`src/rtl/mux4_sel_arbiter.sv`:
```
// -----------------------------------------------------------------------------
// mux4_sel_arbiter
//
// Round-robin arbiter that produces the 2-bit select for the 4:1 data mux
// sitting directly downstream. Four sources raise requests; one is granted at
// a time and its index is driven on sel. A grant lasts at most HOLD cycles,
// after which the next requesting source (in round-robin order) takes over.
//
// Parameters:
//   HOLD          maximum consecutive cycles of one grant (1..15)
//
// Ports:
//   clk           clock, rising edge
//   rst_n         asynchronous active-low reset
//   req[3:0]      request per source (bit i selects mux input d(i+1))
//   sel[1:0]      registered mux select = index of granted source
//   gnt[3:0]      registered one-hot grant, zero when idle
//   busy          high while a grant is active (|gnt)
//   dbg_state     FSM state (0 = IDLE, 1 = GRANT)
//   dbg_hold_cnt  cycles already spent in the current grant
//   dbg_last      index of the most recently granted source
//
// Handshake: there is no valid/ready pair. A source holds req[i] high for as
// long as it wants the mux; it owns the mux in every cycle where gnt[i]=1.
// Dropping req[i] releases the grant at the same edge, so gnt trails req by
// one cycle at the mux.
// -----------------------------------------------------------------------------
module mux4_sel_arbiter #(
    parameter int HOLD = 4
) (
    input  logic       clk,
    input  logic       rst_n,
    input  logic [3:0] req,
    output logic [1:0] sel,
    output logic [3:0] gnt,
    output logic       busy,
    output logic       dbg_state,
    output logic [3:0] dbg_hold_cnt,
    output logic [1:0] dbg_last
);

    typedef enum logic {
        IDLE  = 1'b0,
        GRANT = 1'b1
    } state_t;

    // Last value hold_cnt may take before the grant has to be released.
    localparam logic [3:0] HOLD_LAST = 4'(HOLD - 1);

    state_t     state_q, state_d;
    logic [1:0] sel_q,   sel_d;
    logic [3:0] gnt_q,   gnt_d;
    logic [1:0] last_q,  last_d;
    logic [3:0] cnt_q,   cnt_d;

    // Round-robin pick: scan indices after+1, after+2, after+3, after and
    // return {found, index} of the first asserted request in that order.
    // The loop runs from lowest to highest priority so that the final
    // overwrite is the winner.
    function automatic logic [2:0] rr_pick(input logic [3:0] r,
                                           input logic [1:0] after);
        logic [2:0] res;
        logic [1:0] idx;
        res = 3'b000;
        for (int k = 4; k >= 1; k--) begin
            idx = after + 2'(k);
            if (r[idx]) begin
                res = {1'b1, idx};
            end
        end
        return res;
    endfunction

    logic [2:0] idle_pick;
    logic [2:0] next_pick;
    logic [3:0] others;
    logic       release_now;

    // From IDLE the search starts after the last granted source; on release
    // it starts after the current owner, who is excluded from the search and
    // only re-granted when nobody else is waiting.
    assign idle_pick   = rr_pick(req, last_q);
    assign others      = req & ~gnt_q;
    assign next_pick   = rr_pick(others, sel_q);
    assign release_now = !req[sel_q] || (cnt_q == HOLD_LAST);

    always_comb begin
        state_d = state_q;
        sel_d   = sel_q;
        gnt_d   = gnt_q;
        last_d  = last_q;
        cnt_d   = cnt_q;

        case (state_q)
            IDLE: begin
                // sel keeps its old value while idle so the mux sees no change.
                gnt_d = 4'b0000;
                if (idle_pick[2]) begin
                    sel_d   = idle_pick[1:0];
                    gnt_d   = 4'b0001 << idle_pick[1:0];
                    last_d  = idle_pick[1:0];
                    cnt_d   = 4'd0;
                    state_d = GRANT;
                end
            end

            GRANT: begin
                if (!release_now) begin
                    cnt_d = cnt_q + 4'd1;
                end else if (next_pick[2]) begin
                    // Back-to-back handover, no idle cycle in between.
                    sel_d  = next_pick[1:0];
                    gnt_d  = 4'b0001 << next_pick[1:0];
                    last_d = next_pick[1:0];
                    cnt_d  = 4'd0;
                end else if (req[sel_q]) begin
                    // Hold expired but the owner is the only requester.
                    cnt_d = 4'd0;
                end else begin
                    gnt_d   = 4'b0000;
                    cnt_d   = 4'd0;
                    state_d = IDLE;
                end
            end

            default: begin
                gnt_d   = 4'b0000;
                cnt_d   = 4'd0;
                state_d = IDLE;
            end
        endcase
    end

    always_ff @(posedge clk or negedge rst_n) begin
        if (!rst_n) begin
            state_q <= IDLE;
            sel_q   <= 2'b00;
            gnt_q   <= 4'b0000;
            last_q  <= 2'b11;   // source 0 gets first priority after reset
            cnt_q   <= 4'd0;
        end else begin
            state_q <= state_d;
            sel_q   <= sel_d;
            gnt_q   <= gnt_d;
            last_q  <= last_d;
            cnt_q   <= cnt_d;
        end
    end

    assign sel          = sel_q;
    assign gnt          = gnt_q;
    assign busy         = |gnt_q;
    assign dbg_state    = state_q;
    assign dbg_hold_cnt = cnt_q;
    assign dbg_last     = last_q;

endmodule
```
`config.mk`:
```
export PLATFORM = sky130hd
export DESIGN_NAME = mux4_sel_arbiter
export DESIGN_NICKNAME = d
export VERILOG_FILES = /design/src/rtl/mux4_sel_arbiter.sv
export SDC_FILE = /design/constraint.sdc
export NUM_CORES = 1
export LEC_CHECK = 0
export BUFFER_PORTS_ARGS = -buffer_cell sky130_fd_sc_hd__buf_2
export CAP_MARGIN = 30
export CORE_MARGIN = 2
export CORE_UTILIZATION = 56
export DETAILED_ROUTE_END_ITERATION = 6
export GPL_TIMING_DRIVEN = 0
export PLACE_DENSITY = 0.81
export SLEW_MARGIN = 20
export SYNTH_ARGS = -nofsm -noshare
export SYNTH_HDL_FRONTEND = slang
export SYNTH_SLANG_ARGS = --single-unit
```
`constraint.sdc`:
```
create_clock -name clk -period 4.35 [get_ports clk]
set_clock_uncertainty 0.1 [all_clocks]
set_input_delay 0.435 -clock clk [delete_from_list [all_inputs] [get_ports clk]]
set_output_delay 0.435 -clock clk [all_outputs]
set_load 0.01 [all_outputs]
```
* Yosys cells after proc, flatten, opt, wreduce, memory -nomap -nowiden *
Index checks and enable logic that the tools add are counted.

storage, ports and cells
  register bits after elaboration = 13
  bits of input ports = 6
  logic and storage cells = 78

operators by class
  $add $sub $neg = 7
  order comparisons = 8
  eq/ne operators = 5
  shifts and indexed selects = 2
  multiplexer cells = 43
  bitwise gates (word level) = 3
  reduce and logical (&&, ||, !) cells = 5

operators with widths
  cell                   number
  $lt A2 B3 Y1 const B   8
  $mux W3                8
  $mux W4                6
  $bmux W1 S2            9
  $pmux W4 S2            2
  $mux W1                13
  $add A2 B2 Y2 const B  4
  $shl A1 B2 Y4 const A  2
  $mux W2                3
  $add A2 B1 Y2 const B  2
  $add A4 B1 Y4 const B  1
  $and A4 B4 Y4          1
  $eq A4 B2 Y1 const B   1
  $ne A2 B1 Y1 const B   2
  $not A4 Y4             1
  $pmux W2 S2            1
  $reduce_or A4 Y1       1
  $ne A3 B3 Y1 const B   1
  $reduce_and A3 Y1      1
  $ne A2 B2 Y1 const B   1
  $pmux W1 S2            1
  $reduce_and A2 Y1      1
  $logic_not A1 Y1       1
  $logic_or A1 B1 Y1     1
  $not A1 Y1             1

* Longest topological paths before layout *
Gate-level depths: netlist of the first run.

  depth after elaboration = 12
  depth in mapped cells = 6
  gate-level depth less buffers = 6

* Worst setup path before layout of the first run *
OpenSTA, ideal clock, no wires.

  path type = input-to-reg
  start point = in req[2]
  end point = reg sel_q[1], in the netlist sel[1]
  setup time = 127 ps
  arrival = 1689 ps
  path slack = 2434 ps
  stages on the path = 4
  path buffers = 0
  cells stage by stage = nor2b_4 or4_4 o221a_4 mux2_1

on the way
  cells in the longest elaborated chain, start to end = 10
  elaborated cells on any way between the ends = 37
  classes of those cells = eq/ne (3); mux (30); bitwise (1); reduce/logical (3)

ends and longest elaborated chain
  element                        RTL line  text
  start: declaration             33        input logic [3:0] req,
  $and A4 B4 Y4                  83        assign others = req & ~gnt_q;
  $bmux W1 S2                    67        if (r[idx]) begin
  $mux W1 (not written as such)  67
  $mux W3 (4 in series)          67
  $mux W2                        110       end else if (next_pick[2]) begin
  $mux W2                        108       if (!release_now) begin
  $pmux W2 S2                    94        case (state_q)
  end signal: assignment         143       sel_q <= sel_d;
  end: declaration               51        logic [1:0] sel_q, sel_d;

Several ways; a longest one is shown, not always the timed one. The select of a mux whose other input is x is not followed.
A chain may end at the register's enable or synchronous reset.

* Worst setup path after layout of the first run *
  start point = reg sel_q[0], in the netlist sel[0]
  end point = reg gnt_q[0], in the netlist gnt[0]

on the way
  cells in the longest elaborated chain, start to end = 10
  elaborated cells on any way between the ends = 26
  classes of those cells = add/sub (3); eq/ne (2); shift (1); mux (17); reduce/logical (3)

ends and longest elaborated chain
  element                                                   RTL line  text
  $add A2 B2 Y2 or $bmux W1 S2 (tied branches)              66, 67
  $bmux W1 S2 or $mux W1 (tied branches)                    67
  $mux W1 (not written as such) or $mux W3 (tied branches)  67
  $mux W3 (3 in series)                                     67
  $shl A1 B2 Y4                                             113       gnt_d = 4'b0001 << next_pick[1:0];
  $mux W4                                                   110
  $mux W4                                                   108
  $pmux W4 S2                                               94
  end signal: assignment                                    144       gnt_q <= gnt_d;
  end: declaration                                          52        logic [3:0] gnt_q, gnt_d;

Several ways; a longest one is shown, not always the timed one. The select of a mux whose other input is x is not followed.

==> results of run 1 <==
==> stage by stage <==
stage | hold slack (ns) | power, mW
global placement | 0.230 | 0.622
CTS | 0.408 | 0.715
global route | 0.420 | 0.773
finish | 0.414 | 0.712
detailed placement | 0.240 | 0.633
floorplan | 0.0394 | 0.520
==> registers in the layout (all words and copies together) (netlist names) <==
name	cells
sel	2
dbg_hold_cnt	4
dbg_state	1
gnt	4
dbg_last	2
==> timing repair <==
item,in CTS,in global routing
hold endpoints to repair,11,0
endpoints found under the setup margin,0,0
hold buffers,1,0
==> final timing paths <==
kind | end | from | slack, ns
worst max-delay path | gnt[0] | sel[0] | 2.39
worst min-delay path | dbg_hold_cnt[3] | dbg_hold_cnt[3] | 0.41
worst max register to register | gnt[0] | sel[0] | 2.39
worst min register to register | dbg_hold_cnt[3] | dbg_hold_cnt[3] | 0.41
max in group asynchronous | dbg_last[1] | rst_n | 3.38
min in group asynchronous | sel[0] | rst_n | 0.48
==> metal layers <==
metal	GRT usage, %	wire length, µm	vias up
met5	0	0	-
li1	-	-	421
met2	37.6	957	29
met1	32.7	941	403
met3	4.90	126	4
met4	9.09	29	0
==> power by group through the flow <==
| stage | registers, mW | clock network [mW] | logic, mW |
|---|---|---|---|
| after CTS | 0.224 | 0.0782 | 0.413 |
| after detailed placement | 0.226 | 0 | 0.407 |
| after global routing | 0.233 | 0.0824 | 0.458 |
| final | 0.224 | 0.0757 | 0.413 |
| after floorplan | 0.238 | 0 | 0.282 |
| after global placement | 0.224 | 0 | 0.398 |
==> worst reg2reg max path, stage by stage (launching register included) <==
cell	delay, ns
sky130_fd_sc_hd__dfrtp_1	0.38
sky130_fd_sc_hd__clkbuf_2	0.16
sky130_fd_sc_hd__mux2i_1	0.15
sky130_fd_sc_hd__o22a_1	0.28
sky130_fd_sc_hd__o211ai_1	0.34
sky130_fd_sc_hd__nor3_1	0.11
sky130_fd_sc_hd__a221o_1	0.32
==> area by class of cell <==
type                            instances  area (µm²)  share of cell area [%]
Buffer                                  2        8.76                   0.824
Clock buffer                            4        26.3                    2.47
Inverter                                3        11.3                    1.06
Multi-Input combinational cell         81         564                    53.1
Sequential cell                        13         328                    30.8
Tap cell                               16        20.0                    1.88
Timing Repair Buffer                   20         105                    9.88
==> logic make-up after synthesis <==
family	synth area share, %
buffers and inverters	2.19
and+or+nand+nor	26.1
AOI/OAI and AO/OA	25.1
DFF	35.9
adders and majority gates	1.37
muxes	9.33
==> cell usage in the layout (no fill, tap or decap), types with 2 or more instances in the layout <==
cell,count
sky130_fd_sc_hd__nor2b_1,2
sky130_fd_sc_hd__o221ai_1,2
sky130_fd_sc_hd__mux2_2,2
sky130_fd_sc_hd__mux2i_1,4
sky130_fd_sc_hd__nand3_1,2
sky130_fd_sc_hd__buf_2,19
sky130_fd_sc_hd__nand2_1,10
sky130_fd_sc_hd__o21ai_0,9
sky130_fd_sc_hd__mux2_1,2
sky130_fd_sc_hd__a31oi_1,2
sky130_fd_sc_hd__dfstp_2,2
sky130_fd_sc_hd__a21oi_1,2
sky130_fd_sc_hd__clkbuf_1,2
sky130_fd_sc_hd__nor3b_1,2
sky130_fd_sc_hd__nor3_1,2
sky130_fd_sc_hd__dfrtp_1,11
sky130_fd_sc_hd__nand2b_1,6
sky130_fd_sc_hd__nor2b_4,3
sky130_fd_sc_hd__clkbuf_4,3
sky130_fd_sc_hd__or2_2,2
sky130_fd_sc_hd__a221o_1,2
sky130_fd_sc_hd__o21bai_1,2
sky130_fd_sc_hd__inv_1,3
sky130_fd_sc_hd__nor2_1,8
==> results.txt, run 1 <==
----------------------------------------------------
[Yosys]
  Average cell area after synthesis ... 9.21 µm²
  Fraction of registers with async set or reset after synthesis ... 100%
  Biggest area contributors in the synthesized netlist ... sky130_fd_sc_hd__dfrtp_1 (30%), sky130_fd_sc_hd__dfstp_2 (5.8%), sky130_fd_sc_hd__o21ai_0 (4.9%)
  Post-synthesis sequential area ratio ... 35.9%
  Number of nets produced by synthesis ... 106
  Share of the synthesized area in the top cell type ... 30.2%
  Seq cells post-synth ... 13
  Synthesized instance count ... 99
  Post-synth EDFFs ... 0
  Syn Std Cell Area ... 912 µm²
  Cell taking the most area after synthesis ... sky130_fd_sc_hd__dfrtp_1
  Most repeated cell in the gate-level netlist after synthesis ... sky130_fd_sc_hd__dfrtp_1
  Yosys synthesis warning count ... 0
  Count of unique library cells instantiated by Yosys ... 40
  Most used flip-flop cell after synthesis ... sky130_fd_sc_hd__dfrtp_1
  Synth top cells by count ... sky130_fd_sc_hd__dfrtp_1 (11), sky130_fd_sc_hd__nand2_1 (10), sky130_fd_sc_hd__o21ai_0 (9), sky130_fd_sc_hd__nor2_1 (8), sky130_fd_sc_hd__nand2b_1 (6)

[Place]
  Instance area after placement ... 1030 µm²
  HPWL reported at the end of detailed placement ... 1.49 mm
  Placed Cells incl. Taps ... 134
  Port Buffer Count ... 19
  RePlAce Congestion ... 0.819
  Worst slack at placement ... 2.24 ns

[Global routing]
  Overflow left after global routing ... 0
  Initial antenna violation count ... 0
  Via count of the first global-routing pass ... 751
  Maximum number of pins on one net before global-route repair ... 14
  GRT Total Usage ... 24.0%
  First-pass GRT wire length ... 3.42 mm

[Setup path]
  Setup crit end kind ... flip-flop
  Cell chain of the critical path ... clkbuf_2 -> mux2i_1 -> o22a_1 -> o211ai_1 -> nor3_1 -> a221o_1
  Critical-path top delay cell ... sky130_fd_sc_hd__dfrtp_1
  Worst path buffer plus inverter count ... 1
  Largest stage delay on the critical path ... 0.38 ns
  Critical path data arrival time ... 2.02 ns
  Kind of launch point of the worst setup path ... flip-flop
  Count of cell instances traversed by the critical path ... 6
  Cell family with most CP delay ... compound AO/OA/AOI/OAI gates
  Length in cells of the worst reg-to-reg path ... 6
  Crit path required time ... 4.41 ns
  Category of the critical setup timing path ... reg2reg
  Max FO, Critical Path ... 6

[Clock tree]
  Cells resized by post-CTS repair ... 0
  Clk sink count ... 13
  Post CTS Setup Buffer Count ... 0
  H-tree levels ... 1
  TritonCTS clock tree ... done
  Clock Root Buffer ... sky130_fd_sc_hd__clkbuf_4
  Maximum buffer depth of the clock tree ... 2
  Post-CTS clock slew at the launch and capture registers of the worst setup and hold paths ... 0.08 ns
  Source-to-sink clock delay at the later pin of the worst-skew pair ... 0.28 ns
  Total clock buffers created by CTS ... 3

[STA]
  Shortest clock period the worst path allows after layout ... 1.96 ns
  Worst slew margin relative to its limit ... 67.5%
  Actual transition at the worst max-transition pin ... 0.482 ns
  Final setup TNS ... 0 ns
  Max Fclk ... 0.510 GHz
  Number of max-slew violations in the final report ... 0
  Final-report setup violation count ... 0
  Tcrit/Tclk final ... 45.1%
  Least setup slack across all paths after layout ... 2.39 ns
  Unrepaired setup endpoints after global routing ... false
  Final count of hold timing violations ... 0

[Power]
  Part of the power in registers ... 31.4%
  Switching power summed over all nets ... 0.310 mW
  Pint ... 0.402 mW
  Worst vdd rail ir drop ... 0.000358 V
  Share of total power consumed by net switching ... 43.5%
  Leakage ... 0.498 nW
  Total power per unit cell area ... 670 nW/µm²
  Comb power frac ... 58.0%
  Clock share of power ... 10.6%

[Worst hold path]
  Path category of the worst min-delay check ... reg2reg
  Min-Delay Path Depth ... 1

[Route]
  Vias/cell ... 6.17
  First-pass iteration count of the detailed router ... 4
  Iteration-0 DRC count of the detailed router ... 23
  Post-route DRC violation count ... 0
  Routed length per placed instance ... 14.8 µm
  Final antenna-violating net count ... 0
  Via count ... 857
  Total detailed-routing wirelength ... 2.06 mm

[Die]
  Die extent in y ... 44.4 µm
  Initial core utilization ... 59.9%
  Ports placed on the boundary ... 20
  Overall die area ... 1970 µm²
  Row Count ... 14
  Horizontal die dimension ... 44.4 µm
  Total core area ... 1520 µm²

[Cells and area]
  Layout-stage area growth over the synthesis result ... 16.6%
  Number of antenna cells inserted ... 0
  Non-Filler Instances ... 139
  Count of fill cells added during filler insertion ... 137
  Net count, final ... 131
  End-of-flow core utilization ... 69.8%
  Design Area, Final ... 1060 µm²
  Fraction of layout cells with a size suffix above 1 ... 27.6%

[Run status]
  Status ... completed

[Job]
  Maximum Capacitance Violations ... 0

----------------------------------------------------
No activity file was read; power rests on OpenSTA's default activity.
==> run 2, diff against run 1 <==
--- a/config.mk
+++ b/config.mk
@@ -5,13 +5,15 @@
 export SDC_FILE = /design/constraint.sdc
 export NUM_CORES = 1
 export LEC_CHECK = 0
+export ABC_AREA = 1
 export BUFFER_PORTS_ARGS = -buffer_cell sky130_fd_sc_hd__buf_2
 export CAP_MARGIN = 30
+export CORE_ASPECT_RATIO = 1.75
 export CORE_MARGIN = 2
-export CORE_UTILIZATION = 56
+export CORE_UTILIZATION = 50
 export DETAILED_ROUTE_END_ITERATION = 6
 export GPL_TIMING_DRIVEN = 0
-export PLACE_DENSITY = 0.81
+export PLACE_DENSITY = 0.74
 export SLEW_MARGIN = 20
 export SYNTH_ARGS = -nofsm -noshare
 export SYNTH_HDL_FRONTEND = slang
==> constraint.sdc (replaced) <==
create_clock -name clk -period 1.63 [get_ports clk]
set_clock_uncertainty 0.1 [all_clocks]
set_input_delay 0.163 -clock clk [delete_from_list [all_inputs] [get_ports clk]]
set_output_delay 0.163 -clock clk [all_outputs]
set_load 0.01 [all_outputs]
==> results.txt, run 2 <==
----------------------------------------------------
[Clock tree]
  TritonCTS clock tree ... done
  Clk sink count ... 13 (unchanged)
  Clock Root Buffer ... sky130_fd_sc_hd__clkbuf_8
  Post-CTS clock slew at the launch and capture registers of the worst setup and hold paths ... 0.05 ns (-0.03 ns)
  Total clock buffers created by CTS ... 3 (unchanged)
  Source-to-sink clock delay at the later pin of the worst-skew pair ... 0.24 ns (-0.04 ns)
  Maximum buffer depth of the clock tree ... 2 (unchanged)
  H-tree levels ... 1 (unchanged)

[Setup path]
  Destination of the critical timing path ... sel[0]
  Startpoint of the most critical register-to-register path ... sel[0]
  Worst reg2reg path endpoint ... sel[0]
  Category of the critical setup timing path ... reg2reg
  Critical path data arrival time ... 1.91 ns (-0.11 ns)
  Launch point of the critical path ... sel[0]
  Max FO, Critical Path ... 7 (+1)
  Critical-path top delay cell ... sky130_fd_sc_hd__dfrtp_1
  Setup crit end kind ... flip-flop
  Worst path buffer plus inverter count ... 3 (+2)
  Cell chain of the critical path ... buf_6 -> inv_8 -> nand3_1 -> nand2_2 -> nand2_1 -> nand2_1 -> inv_1 -> nand2_2 -> nand2_1 -> nand2_2 -> nand2_2 -> nand2_1 -> nand2_1 -> nand2_1 -> o21ai_0
  Largest stage delay on the critical path ... 0.41 ns (+0.03 ns)
  Most frequent CP cell ... sky130_fd_sc_hd__nand2_1
  Cell family with most CP delay ... simple AND/OR/NAND/NOR gates
  Setup slack, reg-to-reg ... -0.26 ns (-2.64 ns)
  Length in cells of the worst reg-to-reg path ... 15 (+9)
  Crit path required time ... 1.65 ns (-2.76 ns)
  Count of cell instances traversed by the critical path ... 15 (+9)
  Kind of launch point of the worst setup path ... flip-flop

[Global routing]
  Maximum number of pins on one net before global-route repair ... 14 (unchanged)
  GRT Total Usage ... 26.8% (+2.8 points)
  Initial antenna violation count ... 0 (unchanged)
  First-pass GRT wire length ... 5.13 mm (+50%)
  Overflow left after global routing ... 0 (unchanged)
  Via count of the first global-routing pass ... 1285 (+71%)

[Yosys]
  Average cell area after synthesis ... 6.22 µm² (-33%)
  Post-synth EDFFs ... 0 (unchanged)
  Seq cells post-synth ... 13 (unchanged)
  Yosys synthesis warning count ... 0 (unchanged)
  Biggest area contributors in the synthesized netlist ... sky130_fd_sc_hd__dfrtp_1 (24%), sky130_fd_sc_hd__nand2_1 (24%), sky130_fd_sc_hd__nand3_1 (9.6%)
  Most used flip-flop cell after synthesis ... sky130_fd_sc_hd__dfrtp_1
  Syn Std Cell Area ... 1150 µm² (+26%)
  Share of the synthesized area in the top cell type ... 23.9% (-6.2 points)
  Cell taking the most area after synthesis ... sky130_fd_sc_hd__dfrtp_1
  Count of unique library cells instantiated by Yosys ... 26 (-35%)
  Synth top cells by count ... sky130_fd_sc_hd__nand2_1 (73), sky130_fd_sc_hd__inv_1 (24), sky130_fd_sc_hd__nand3_1 (22), sky130_fd_sc_hd__dfrtp_1 (11)
  Synthesized instance count ... 185 (+87%)
  Post-synthesis sequential area ratio ... 28.5% (-7.4 points)
  Number of nets produced by synthesis ... 192 (+81%)
  Fraction of registers with async set or reset after synthesis ... 100% (unchanged)
  Most repeated cell in the gate-level netlist after synthesis ... sky130_fd_sc_hd__nand2_1

[Cells and area]
  Leading cell type in the layout, fill and taps excluded ... sky130_fd_sc_hd__nand2_1
  Net count, final ... 230 (+76%)
  Design Area, Final ... 1630 µm² (+53%)
  Layout-stage area growth over the synthesis result ... 41.5%
  Number of antenna cells inserted ... 0 (unchanged)
  Count of fill cells added during filler insertion ... 184 (+34%)
  Commonest cells after routing, fill and taps aside ... sky130_fd_sc_hd__nand2_1 (39), sky130_fd_sc_hd__nand2_2 (36), sky130_fd_sc_hd__buf_2 (20), sky130_fd_sc_hd__inv_1 (19), sky130_fd_sc_hd__nand3_1 (16)
  Fraction of layout cells with a size suffix above 1 ... 48.6% (+21 points)

[STA]
  Unrepaired setup endpoints after global routing ... true
  Tcrit/Tclk final ... 116% (+71 points)
  Final count of hold timing violations ... 0 (unchanged)
  Max Fclk ... 0.530 GHz (+4.0%)
  Number of max-slew violations in the final report ... 0 (unchanged)
  Least setup slack across all paths after layout ... -0.256 ns (-2.64 ns)
  Actual transition at the worst max-transition pin ... 0.288 ns (-0.195 ns)
  Final-report setup violation count ... 13 (+13)
  Worst slew margin relative to its limit ... 80.8% (+13 points)
  Final hold slack ... 0.238 ns (-0.176 ns)
  Shortest clock period the worst path allows after layout ... 1.89 ns (-0.0750 ns)

[Job]
  Maximum Capacitance Violations ... 0 (unchanged)

[Die]
  Initial core utilization ... 51.2% (-8.6 points)
  Die extent in y ... 67.4 µm (+52%)
  Overall die area ... 2710 µm² (+38%)
  Ports placed on the boundary ... 20 (unchanged)
  Row Count ... 23 (+9)
  Horizontal die dimension ... 40.3 µm (-9.3%)
  Total core area ... 2240 µm² (+47%)

[Run status]
  Status ... finished with violations
  Violated checks ... negative setup slack

[Place]
  RePlAce Congestion ... 0.859 (+4.8%)
  HPWL reported at the end of detailed placement ... 2.28 mm (+53%)
  Port Buffer Count ... 19 (unchanged)
  Instance area after placement ... 1290 µm² (+26%)

[Power]
  Leakage ... 0.873 nW (+75%)
  Worst vdd rail ir drop ... 0.00109 V (+210%)
  Total power per unit cell area ... 2420 nW/µm² (+260%)
  Power Total ... 3.94 mW (+450%)

[Route]
  Post-route DRC violation count ... 0 (unchanged)
  Via count ... 1344 (+57%)
  Routed length per placed instance ... 13.9 µm (-6.1%)
  First-pass iteration count of the detailed router ... 4 (unchanged)
  Iteration-0 DRC count of the detailed router ... 52 (+130%)
  Vias/cell ... 5.44 (-12%)
  Total detailed-routing wirelength ... 3.43 mm (+67%)
  Final antenna-violating net count ... 0 (unchanged)

[Worst hold path]
  Path category of the worst min-delay check ... in2async

----------------------------------------------------
[run 2: where the power goes]
part	switching [mW]	leakage (nW)	total, mW	internal [mW]
sequential	0.130	0.161	0.600	0.470
combinational	1.90	0.689	3.06	1.15
clock	0.109	0.0228	0.281	0.172
total	2.14	0.873	3.94	1.79
[run 2: layer usage]
layer	vias to the layer above	global-route usage [%]	wire length, µm
met5	-	0	0
met4	0	10.4	85
met3	6	1.97	138
met2	47	52.2	1990
met1	631	26.7	1220
li1	660	-	-
[run 2: final cells by class]
cell class / instances / area [µm²] / share of cell area, %
Multi-Input combinational cell: 141 / 860 / 52.8
Sequential cell: 13 / 328 / 20.2
Timing Repair Buffer: 33 / 216 / 13.3
Inverter: 29 / 121 / 7.46
Clock buffer: 4 / 45.0 / 2.77
Tap cell: 25 / 31.3 / 1.92
Buffer: 2 / 25.0 / 1.54
[run 2: timing repair]
item | 4_1_cts | 5_1_grt
gates cloned | 1 | 0
setup buffers | 10 | 2
gates resized for setup | 29 | 29
hold buffers | 1 | 0
endpoints found under the hold margin | 13 | 0
endpoints found under the setup margin | 13 | 13
pin swaps | 12 | 20
[run 2: worst reg2reg max path: stages, from the launching register on]
cell and delay (ns):
sky130_fd_sc_hd__dfrtp_1 0.41, sky130_fd_sc_hd__buf_6 0.16, sky130_fd_sc_hd__inv_8 0.07, sky130_fd_sc_hd__nand3_1 0.09, sky130_fd_sc_hd__nand2_2 0.10, sky130_fd_sc_hd__nand2_1 0.07
sky130_fd_sc_hd__nand2_1 0.09, sky130_fd_sc_hd__inv_1 0.07, sky130_fd_sc_hd__nand2_2 0.09, sky130_fd_sc_hd__nand2_1 0.09, sky130_fd_sc_hd__nand2_2 0.09, sky130_fd_sc_hd__nand2_2 0.07
sky130_fd_sc_hd__nand2_1 0.06, sky130_fd_sc_hd__nand2_1 0.06, sky130_fd_sc_hd__nand2_1 0.07, sky130_fd_sc_hd__o21ai_0 0.08
[run 2: cell families after synthesis]
group / synth area share (%)
adders and majority gates: 1.09
AOI/OAI and AO/OA: 9.03
DFF: 28.5
xor gates and xnor gates: 1.52
and+or+nand+nor: 47.8
buffers and inverters: 12.1
[run 2: how the worst min path moves through the flow]
stage,slack (ns),from,to
2_1_floorplan,-0.23,rst_n,dbg_hold_cnt[0]
3_3_place_gp,-0.05,rst_n,dbg_hold_cnt[0]
3_5_place_dp,-0.04,rst_n,dbg_hold_cnt[0]
4_1_cts,0.24,rst_n,dbg_hold_cnt[0]
5_1_grt,0.27,rst_n,dbg_hold_cnt[0]
6_report,0.24,rst_n,dbg_state
[run 2: per-stage QoR]
| step | instances | utilization (%) | TNS, ns | setup WS [ns] |
|---|---|---|---|---|
| 6_report | 247 | 72.5 | -1.90 | -0.256 |
| 5_1_grt | 247 | 72.5 | -3.33 | -0.384 |
| 4_1_cts | 245 | 67.9 | -1.25 | -0.164 |
| 3_5_place_dp | 229 | 57.7 | -2.41 | -0.245 |
| 3_3_place_gp | 229 | 57.7 | -1.99 | -0.213 |
| 2_1_floorplan | 185 | - | -0.134 | -0.0453 |
==> run 3, diff against run 2 <==
--- a/config.mk
+++ b/config.mk
@@ -11,9 +11,11 @@
 export CORE_ASPECT_RATIO = 1.75
 export CORE_MARGIN = 2
 export CORE_UTILIZATION = 50
+export CTS_BUF_LIST = sky130_fd_sc_hd__clkbuf_4 sky130_fd_sc_hd__clkbuf_8 sky130_fd_sc_hd__clkbuf_16
 export DETAILED_ROUTE_END_ITERATION = 6
 export GPL_TIMING_DRIVEN = 0
 export PLACE_DENSITY = 0.74
+export RECOVER_POWER = 50
 export SLEW_MARGIN = 20
 export SYNTH_ARGS = -nofsm -noshare
 export SYNTH_HDL_FRONTEND = slang
==> results.txt, run 3 (same netlist as run 2, synthesis figures left out) <==
----------------------------------------------------
[Run status]
  Status ... finished with violations
  Violated checks ... negative setup slack

[Setup path]
  Largest stage delay on the critical path ... 0.41 ns (about the same)
  Critical path data arrival time ... 1.91 ns (about the same)
  Most frequent CP cell ... sky130_fd_sc_hd__nand2_1
  Destination of the critical timing path ... sel[0]
  Setup crit end kind ... flip-flop
  Critical-path top delay cell ... sky130_fd_sc_hd__dfrtp_1
  Setup slack, reg-to-reg ... -0.26 ns (about the same)
  Startpoint of the most critical register-to-register path ... sel[0]
  Crit path required time ... 1.65 ns (about the same)
  Cell chain of the critical path ... buf_6 -> inv_8 -> nand3_1 -> nand2_2 -> nand2_1 -> nand2_1 -> inv_1 -> nand2_2 -> nand2_1 -> nand2_2 -> nand2_2 -> nand2_1 -> nand2_1 -> nand2_1 -> o21ai_0
  Count of cell instances traversed by the critical path ... 15 (unchanged)
  Worst reg2reg path endpoint ... sel[0]
  Worst path buffer plus inverter count ... 3 (unchanged)
  Max FO, Critical Path ... 7 (unchanged)
  Category of the critical setup timing path ... reg2reg
  Cell family with most CP delay ... simple AND/OR/NAND/NOR gates
  Kind of launch point of the worst setup path ... flip-flop
  Launch point of the critical path ... sel[0]
  Length in cells of the worst reg-to-reg path ... 15 (unchanged)

[Power]
  Leakage ... 0.873 nW (about the same)
  Total power per unit cell area ... 2430 nW/µm² (+0.26%)
  Part of the power in registers ... 15.2% (about the same)
  Comb power frac ... 77.3% (-0.3 points)
  Share of total power consumed by net switching ... 54.2% (-0.22 points)
  Clock share of power ... 7.5% (+0.4 points)
  Pint ... 1.81 mW (+0.91%)
  Worst vdd rail ir drop ... 0.00110 V (+0.38%)
  Switching power summed over all nets ... 2.14 mW (about the same)

[STA]
  Shortest clock period the worst path allows after layout ... 1.89 ns (+0.0000900 ns)
  Final count of hold timing violations ... 0 (unchanged)
  Tcrit/Tclk final ... 116% (about the same)
  Final-report setup violation count ... 13 (unchanged)
  Max Fclk ... 0.530 GHz (about the same)
  Actual transition at the worst max-transition pin ... 0.686 ns (+0.398 ns)
  Worst slew margin relative to its limit ... 54.3% (-27 points)
  Final hold slack ... 0.379 ns (+0.140 ns)
  Least setup slack across all paths after layout ... -0.256 ns (-0.0000900 ns)
  Number of max-slew violations in the final report ... 0 (unchanged)
  Unrepaired setup endpoints after global routing ... true

[Global routing]
  GRT Total Usage ... 26.8% (unchanged)
  Overflow left after global routing ... 0 (unchanged)
  Initial antenna violation count ... 0 (unchanged)
  First-pass GRT wire length ... 5.13 mm (unchanged)
  Via count of the first global-routing pass ... 1285 (unchanged)
  Maximum number of pins on one net before global-route repair ... 14 (unchanged)

[Die]
  Initial core utilization ... 51.2% (unchanged)
  Total core area ... 2240 µm² (unchanged)
  Ports placed on the boundary ... 20 (unchanged)
  Overall die area ... 2710 µm² (unchanged)
  Row Count ... 23 (unchanged)
  Die extent in y ... 67.4 µm (unchanged)
  Horizontal die dimension ... 40.3 µm (unchanged)

[Clock tree]
  Source-to-sink clock delay at the later pin of the worst-skew pair ... 0.24 ns (about the same)
  Post-CTS clock slew at the launch and capture registers of the worst setup and hold paths ... 0.05 ns (about the same)
  Maximum buffer depth of the clock tree ... 2 (unchanged)
  Clock Root Buffer ... sky130_fd_sc_hd__clkbuf_8
  Total clock buffers created by CTS ... 3 (unchanged)
  H-tree levels ... 1 (unchanged)
  Clk sink count ... 13 (unchanged)
  TritonCTS clock tree ... done

[Job]
  Maximum Capacitance Violations ... 0 (unchanged)

[Route]
  Iteration-0 DRC count of the detailed router ... 52 (unchanged)
  Final antenna-violating net count ... 0 (unchanged)
  Post-route DRC violation count ... 0 (unchanged)
  Routed length per placed instance ... 13.9 µm (about the same)
  Via count ... 1349 (+0.37%)
  First-pass iteration count of the detailed router ... 4 (unchanged)
  Total detailed-routing wirelength ... 3.43 mm (about the same)
  Vias/cell ... 5.46 (+0.37%)

[Cells and area]
  Net count, final ... 230 (unchanged)
  Fraction of layout cells with a size suffix above 1 ... 48.6% (unchanged)
  Design Area, Final ... 1630 µm² (+0.15%)
  Layout-stage area growth over the synthesis result ... 41.7%
  Non-Filler Instances ... 247 (unchanged)
  Leading cell type in the layout, fill and taps excluded ... sky130_fd_sc_hd__nand2_1
  Commonest cells after routing, fill and taps aside ... sky130_fd_sc_hd__nand2_1 (39), sky130_fd_sc_hd__nand2_2 (36), sky130_fd_sc_hd__inv_1 (19), sky130_fd_sc_hd__buf_2 (19), sky130_fd_sc_hd__nand3_1 (16)
  Number of antenna cells inserted ... 0 (unchanged)

[Place]
  HPWL reported at the end of detailed placement ... 2.28 mm (unchanged)
  Port Buffer Count ... 19 (unchanged)
  Placed Cells incl. Taps ... 229 (unchanged)
  Instance area after placement ... 1290 µm² (unchanged)
  RePlAce Congestion ... 0.859 (unchanged)

[Worst hold path]
  Path category of the worst min-delay check ... in2async

----------------------------------------------------
[run 3: worst reg2reg max path: stages, from the launching register on]
cell                      delay [ns]
sky130_fd_sc_hd__dfrtp_1        0.41
sky130_fd_sc_hd__buf_6          0.16
sky130_fd_sc_hd__inv_8          0.07
sky130_fd_sc_hd__nand3_1        0.09
sky130_fd_sc_hd__nand2_2        0.10
sky130_fd_sc_hd__nand2_1        0.07
sky130_fd_sc_hd__nand2_1        0.09
sky130_fd_sc_hd__inv_1          0.07
sky130_fd_sc_hd__nand2_2        0.09
sky130_fd_sc_hd__nand2_1        0.09
sky130_fd_sc_hd__nand2_2        0.09
sky130_fd_sc_hd__nand2_2        0.07
sky130_fd_sc_hd__nand2_1        0.06
sky130_fd_sc_hd__nand2_1        0.06
sky130_fd_sc_hd__nand2_1        0.07
sky130_fd_sc_hd__o21ai_0        0.08
[run 3: timing repair]
action                                  4_1_cts  5_1_grt
setup buffers                                10        2
endpoints found under the setup margin       13       13
gates resized for setup                      29       29
endpoints found under the hold margin        13        0
cloned                                        1        0
pin swaps                                    12       20
hold buffers                                  1        0
[run 3: worst min-delay path by stage]
| stage | endpoint | cells after the start | slack [ns] |
|---|---|---|---|
| detailed placement | dbg_hold_cnt[0] | 1 | -0.04 |
| global placement | dbg_hold_cnt[0] | 1 | -0.05 |
| finish | dbg_state | 2 | 0.38 |
| CTS | dbg_hold_cnt[0] | 2 | 0.24 |
| global route | gnt[3] | 2 | 0.44 |
| floorplan | dbg_hold_cnt[0] | 0 | -0.23 |
[run 3: per-stage QoR]
| step | total power [mW] | util (%) | TNS (ns) | worst slack, ns |
|---|---|---|---|---|
| 2_1_floorplan | 2.28 | - | -0.134 | -0.0453 |
| 3_3_place_gp | 2.70 | 57.7 | -1.99 | -0.213 |
| 3_5_place_dp | 2.77 | 57.7 | -2.41 | -0.245 |
| 4_1_cts | 3.53 | 68.1 | -1.25 | -0.164 |
| 5_1_grt | 4.28 | 72.6 | -3.32 | -0.384 |
| 6_report | 3.95 | 72.6 | -1.90 | -0.256 |
[run 3: power by group through the flow]
| stage | Combinational [mW] | Clock, mW | Sequential (mW) |
|---|---|---|---|
| global placement | 2.10 | 0 | 0.602 |
| global route | 3.35 | 0.317 | 0.616 |
| detailed placement | 2.16 | 0 | 0.610 |
| floorplan | 1.63 | 0 | 0.642 |
| finish | 3.06 | 0.298 | 0.600 |
| CTS | 2.64 | 0.305 | 0.594 |
[run 3: per-layer routing]
layer  vias to the layer above  part of all wire [%]  global-route usage (%)
li1                        662                     -                       -
met1                       634                    36                    26.7
met2                        47                    58                    52.2
met3                         6                   4.0                    1.97
met4                         0                   2.5                    10.4
met5                         -                     0                       0
[run 3: final cells by class]
cell class,count,area [µm²]
sequential,13,328
timing repair buffer,33,215
inverter,29,121
tap,25,31.3
buffer,2,25.0
fill,185,616
multi-input combinational,141,860
clock buffer,4,48.8
